### config.mk
export PLATFORM = sky130hd
export DESIGN_NAME = bcd_counter_sseg
export DESIGN_NICKNAME = d
export VERILOG_FILES = /design/src/rtl/bcd_counter_sseg.sv
export SDC_FILE = /design/constraint.sdc
export NUM_CORES = 1
export LEC_CHECK = 0
export CAP_MARGIN = 15
export CORE_ASPECT_RATIO = 1.75
export CORE_MARGIN = 1
export CORE_UTILIZATION = 54
export DETAILED_ROUTE_END_ITERATION = 12
export HOLD_SLACK_MARGIN = 0.03
export PLACE_DENSITY = 0.81
export SLEW_MARGIN = 10
export SYNTH_ARGS = -nofsm -noshare
export SYNTH_HDL_FRONTEND = slang
export SYNTH_SLANG_ARGS = --single-unit
### constraint.sdc
create_clock -name clk_i -period 2.7 [get_ports clk_i]
set_input_delay 0.27 -clock clk_i [delete_from_list [all_inputs] [get_ports clk_i]]
set_output_delay 0.27 -clock clk_i [all_outputs]
set_load 0.1 [all_outputs]
### src/rtl/bcd_counter_sseg.sv
// bcd_counter_sseg: N-digit BCD up/down counter with load, wrap and load-error pulses, plus a
// time-multiplexed seven-segment scanner with optional leading-zero blanking.
//
// Ports:
//   clk_i       system clock
//   reset_i     synchronous active-high reset
//   load_i      load load_val_i into the counter (rejected if any nibble > 9)
//   load_val_i  BCD value to load, digit 0 at [3:0]
//   inc_i       decimal increment
//   dec_i       decimal decrement (inc_i & dec_i together hold)
//   cnt_o       current BCD count
//   wrap_o      one-cycle pulse on 9..9 -> 0..0 or 0..0 -> 9..9
//   err_o       one-cycle pulse when a load is rejected
//   an_o        active-low digit enables
//   seg_o       active-low segments {dp,g,f,e,d,c,b,a}; dp always off
module bcd_counter_sseg #(
    parameter int unsigned DIGITS   = 4,
    parameter int unsigned DIV_BITS = 16,
    parameter bit          BLANK_LZ = 1'b1
) (
    input  logic                  clk_i,
    input  logic                  reset_i,
    input  logic                  load_i,
    input  logic [4*DIGITS-1:0]   load_val_i,
    input  logic                  inc_i,
    input  logic                  dec_i,
    output logic [4*DIGITS-1:0]   cnt_o,
    output logic                  wrap_o,
    output logic                  err_o,
    output logic [DIGITS-1:0]     an_o,
    output logic [7:0]            seg_o
);

    localparam int unsigned IdxW = (DIGITS > 1) ? $clog2(DIGITS) : 1;

    // Active-low {g,f,e,d,c,b,a} pattern for one BCD digit.
    function automatic logic [6:0] encode(input logic [3:0] d);
        logic [6:0] s;
        unique case (d)
            4'd0:    s = 7'b1000000;
            4'd1:    s = 7'b1111001;
            4'd2:    s = 7'b0100100;
            4'd3:    s = 7'b0110000;
            4'd4:    s = 7'b0011001;
            4'd5:    s = 7'b0010010;
            4'd6:    s = 7'b0000010;
            4'd7:    s = 7'b1111000;
            4'd8:    s = 7'b0000000;
            4'd9:    s = 7'b0010000;
            default: s = 7'b1111111;
        endcase
        return s;
    endfunction

    logic [4*DIGITS-1:0] cnt_q, cnt_d;
    logic                wrap_q, wrap_d;
    logic                err_q, err_d;
    logic [DIGITS-1:0]   an_q, an_d;
    logic [7:0]          seg_q, seg_d;
    logic [DIV_BITS-1:0] presc_q, presc_d;
    logic [IdxW-1:0]     idx_q, idx_d;

    // ------------------------------------------------------------------
    // Counter next state
    // ------------------------------------------------------------------
    logic       load_bad;
    logic       carry;
    logic [3:0] nib;

    always_comb begin
        cnt_d    = cnt_q;
        wrap_d   = 1'b0;
        err_d    = 1'b0;
        load_bad = 1'b0;
        carry    = 1'b0;
        nib      = 4'd0;

        for (int unsigned i = 0; i < DIGITS; i++) begin
            if (load_val_i[4*i +: 4] > 4'd9) begin
                load_bad = 1'b1;
            end
        end

        if (load_i) begin
            // A rejected load still swallows inc/dec for this cycle.
            if (load_bad) begin
                err_d = 1'b1;
            end else begin
                cnt_d = load_val_i;
            end
        end else if (inc_i && dec_i) begin
            cnt_d = cnt_q;
        end else if (inc_i) begin
            carry = 1'b1;
            for (int unsigned i = 0; i < DIGITS; i++) begin
                nib = cnt_q[4*i +: 4];
                if (carry) begin
                    if (nib == 4'd9) begin
                        cnt_d[4*i +: 4] = 4'd0;
                    end else begin
                        cnt_d[4*i +: 4] = nib + 4'd1;
                        carry           = 1'b0;
                    end
                end
            end
            // Carry out of the top digit means every digit was 9.
            wrap_d = carry;
        end else if (dec_i) begin
            carry = 1'b1;
            for (int unsigned i = 0; i < DIGITS; i++) begin
                nib = cnt_q[4*i +: 4];
                if (carry) begin
                    if (nib == 4'd0) begin
                        cnt_d[4*i +: 4] = 4'd9;
                    end else begin
                        cnt_d[4*i +: 4] = nib - 4'd1;
                        carry           = 1'b0;
                    end
                end
            end
            wrap_d = carry;
        end
    end

    // ------------------------------------------------------------------
    // Scanner next state
    // ------------------------------------------------------------------
    logic [DIGITS:0] zero_from;  // zero_from[i]: digits i..DIGITS-1 all zero
    logic [3:0]      cur_digit;
    logic            cur_blank;

    always_comb begin
        presc_d   = presc_q + 1'b1;
        idx_d     = idx_q;
        zero_from = '0;
        cur_digit = 4'd0;
        cur_blank = 1'b0;

        if (&presc_q) begin
            if (idx_q == IdxW'(DIGITS - 1)) begin
                idx_d = '0;
            end else begin
                idx_d = idx_q + 1'b1;
            end
        end

        zero_from[DIGITS] = 1'b1;
        for (int i = int'(DIGITS) - 1; i >= 0; i--) begin
            zero_from[i] = zero_from[i+1] & (cnt_q[4*i +: 4] == 4'd0);
        end

        for (int unsigned i = 0; i < DIGITS; i++) begin
            if (idx_q == IdxW'(i)) begin
                cur_digit = cnt_q[4*i +: 4];
                // Digit 0 is never blanked so a zero count still shows "0".
                cur_blank = BLANK_LZ && (i > 0) && zero_from[i];
            end
        end

        an_d  = ~(DIGITS'(1) << idx_q);
        seg_d = {1'b1, cur_blank ? 7'b1111111 : encode(cur_digit)};
    end

    // ------------------------------------------------------------------
    // State registers
    // ------------------------------------------------------------------
    always_ff @(posedge clk_i) begin
        if (reset_i) begin
            cnt_q   <= '0;
            wrap_q  <= 1'b0;
            err_q   <= 1'b0;
            an_q    <= '1;
            seg_q   <= 8'hFF;
            presc_q <= '0;
            idx_q   <= '0;
        end else begin
            cnt_q   <= cnt_d;
            wrap_q  <= wrap_d;
            err_q   <= err_d;
            an_q    <= an_d;
            seg_q   <= seg_d;
            presc_q <= presc_d;
            idx_q   <= idx_d;
        end
    end

    assign cnt_o  = cnt_q;
    assign wrap_o = wrap_q;
    assign err_o  = err_q;
    assign an_o   = an_q;
    assign seg_o  = seg_q;

endmodule

==> flow_summary.toml <==
[floorplanning]
rows = 36
fp.dieW_um = 59.2
core_um2 = 5540
die_h_um = 102
start_util_pct = 55.7
dieArea_um2 = 6040
ioPinCount = 51

[yosys]
ys_seq_area_share_pct = 30.5
ys_top_cells_by_area = "dfxtp_1 30%, nor2_1 4.7%, ha_1 4.1%"
synth_ff_type = "dfxtp_1"
netlist_instances = 387
ys_ff_latch = 47
syn_nets = 418
synth-edff-count = 0
synth.cell_area_um2 = 3090
synth.distinct_cells = 65
async_flop_share_pct = 0
yosysWarnings = 0
synth_top_area_share_pct = 30.5
synth_area_per_cell_um2 = 7.98
yosysTopAreaCell = "dfxtp_1"

[placement]
dp_hpwl_um = 5510
io_buffer_count = 49
gp_congestion = 0.878
dp.cells = 495
preCtsSetupSlack_ns = 0.397
placed_area_um2 = 3570

[layout]
fin_area_um2 = 3680
diodes = 0
drive_above_1_share_pct = 16.2
final_cell_mix = "46 x dfxtp_1, 46 x buf_4, 39 x nor2_1"
ff_latch_area_um2 = 942
nFillCells = 503
finalNetCount = 457
final_cells = 502
final_util_pct = 66.4
area_delta_synth_final_pct = 19.0
multi_input_area_um2 = 1920

[grt]
groute.layer.met1.usage_pct = 28.2
grtUsageTotal_pct = 25.8
grtUsageMet3_pct = 4.43
grt_busiest_layer = "met2"
grt_overflow = 0
grt_pass1_vias = 2711
grt_first_pass_wirelength_um = 12100
antenna_found_initial = 0
grt_max_degree = 24
grt_use_met2_pct = 46.6

[timing]
slew_headroom_pct = 55.9
hold_ws_ns = 0.455
rsz0062_at_grt = "false"
timing.fmax_mhz = 427
fin_crit_ns = 2.34
hold_viol = 0
final.period_utilization_pct = 86.8
worst_slack_ns = 0.358
fin_worst_skew_ns = 0.0158
setup_viol = 0
fin_tns_setup_ns = 0
final_max_slew_viol_count = 0
tightest_slew_ns = 0.661

[clock_tree]
cts_hold_buf = 0
clk_latency_ns = 0.31
htreeDepth = 2
clk_pin_slew_worst_paths_ns = 0.10
ctsResizeCount = 0
cts_max_path_buffers = 2
cts-root-buf = "clkbuf_8"
cts_buffers = 5
cts.sinks = 47
cts_tree = "done"
postCtsSetupRepairBufs = 0

[route]
wl_per_cell_um = 14.8
drc = 0
initialDrtViolationCount = 143
drt-total-wl_um = 7410
routed-via-count = 2968
via_per_inst = 5.91
drtPass1Iterations = 4
ant_nets = 0

[flow_run]
maxCapViolations = 0

[critical_path]
endpoint_kind = "flop"
cp-startpoint = "idx_q[0]$_SDFFE_PP0P_"
cpPeakStageDelay_ns = 0.47
worst-r2r-cell-count = 8
critPathSlowestCell = "ha_1"
cp-start-kind = "flop"
worst-setup-path-type = "reg -> reg"
arrival_ns = 2.52
r2r_setup_slack_ns = 0.36
r2r-end = "seg_o[3]$_SDFF_PP1_"
worstPathMaxFanout = 15
crit_chain = "ha_1 -> a211oi_1 -> a211oi_1 -> inv_1 -> ha_1 -> or2_2 -> a21oi_1 -> o21ai_0"
required_ns = 2.88
r2r-start = "idx_q[0]$_SDFFE_PP0P_"
endpoint = "seg_o[3]$_SDFF_PP1_"

[power]
p_leak_nw = 1.43
totalPowerFinal_mw = 2.00
max-vdd-ir-drop_mv = 0.401
power_density_nw_per_um2 = 544

[status]
status = "completed"

[hold_path]
min-delay-path-class = "reg -> reg"
-- power by group --
group	switching [mW]	total, mW	internal [mW]	leakage (nW)
Combinational	0.461	0.676	0.215	1.00
Sequential	0.0692	0.802	0.733	0.385
Clock	0.250	0.521	0.271	0.0502
-- cell type report --
cell class	instances	area share (%)
Clock inverter	2	1.02
Timing Repair Buffer	66	14.8
Sequential cell	47	25.6
Inverter	18	1.84
Tap cell	76	2.59
Multi-Input combinational cell	288	52.2
Clock buffer	5	1.87
-- cell usage after synthesis (all sizes together), types with 9 or more instances --
cell type   n
nand2      19
inv        18
dfxtp      47
nand3      12
nor3       10
buf        22
nand2b     14
xor2       11
ha         10
nor2       39
nor4        9
o21ai      22
a21oi      25
xnor2       9
clkbuf     12
-- cell families (layout without fill, tap and decap cells) --
group | count (synthesis) | count (layout) | synth area share (%)
simple gates | 150 | 150 | 26.8
compound gates | 99 | 99 | 22.9
buf+inv | 52 | 91 | 7.37
flops | 47 | 47 | 30.5
xor+xnor | 20 | 20 | 5.67
fa+ha+maj | 10 | 10 | 4.05
mux | 8 | 8 | 2.63
other cells | 1 | 1 | 0.121
-- flip-flops by register name, indices dropped and copies added (netlist names) --
| signal | cells |
|---|---|
| an_o | 4 |
| presc_q | 16 |
| wrap_o | 1 |
| idx_q | 2 |
| seg_o | 7 |
| err_o | 1 |
| cnt_o | 16 |
-- worst max-delay path: cells and delay by family, from the launching register on --
family                   cells  cell delay [ns]
AO/OA/AOI/OAI                4             0.69
adder cells (fa/ha/maj)      2             0.68
flip-flops                   1             0.41
AND/OR/NAND/NOR              1             0.28
buffers and inverters        1             0.14
-- worst min path at each step --
stage	startpoint	to	slack, ns	cells after the start
final	presc_q[0]$_SDFF_PP0_	presc_q[0]$_SDFF_PP0_	0.45	1
after global routing	presc_q[0]$_SDFF_PP0_	presc_q[0]$_SDFF_PP0_	0.47	1
after CTS	presc_q[0]$_SDFF_PP0_	presc_q[0]$_SDFF_PP0_	0.46	1
after detailed placement	presc_q[0]$_SDFF_PP0_	presc_q[0]$_SDFF_PP0_	0.44	1
after global placement	presc_q[0]$_SDFF_PP0_	presc_q[0]$_SDFF_PP0_	0.43	1
after floorplan	dec_i	wrap_o$_SDFF_PP0_	0.38	1
-- metal layers --
layer	wire, um	share of wire, %	vias to the layer above
met1	3030	41	1410
li1	-	-	1465
met5	0	0	-
met3	241	3.3	18
met2	3890	52	75
met4	252	3.4	0
Note: power is estimated with default switching activity, not from simulation.
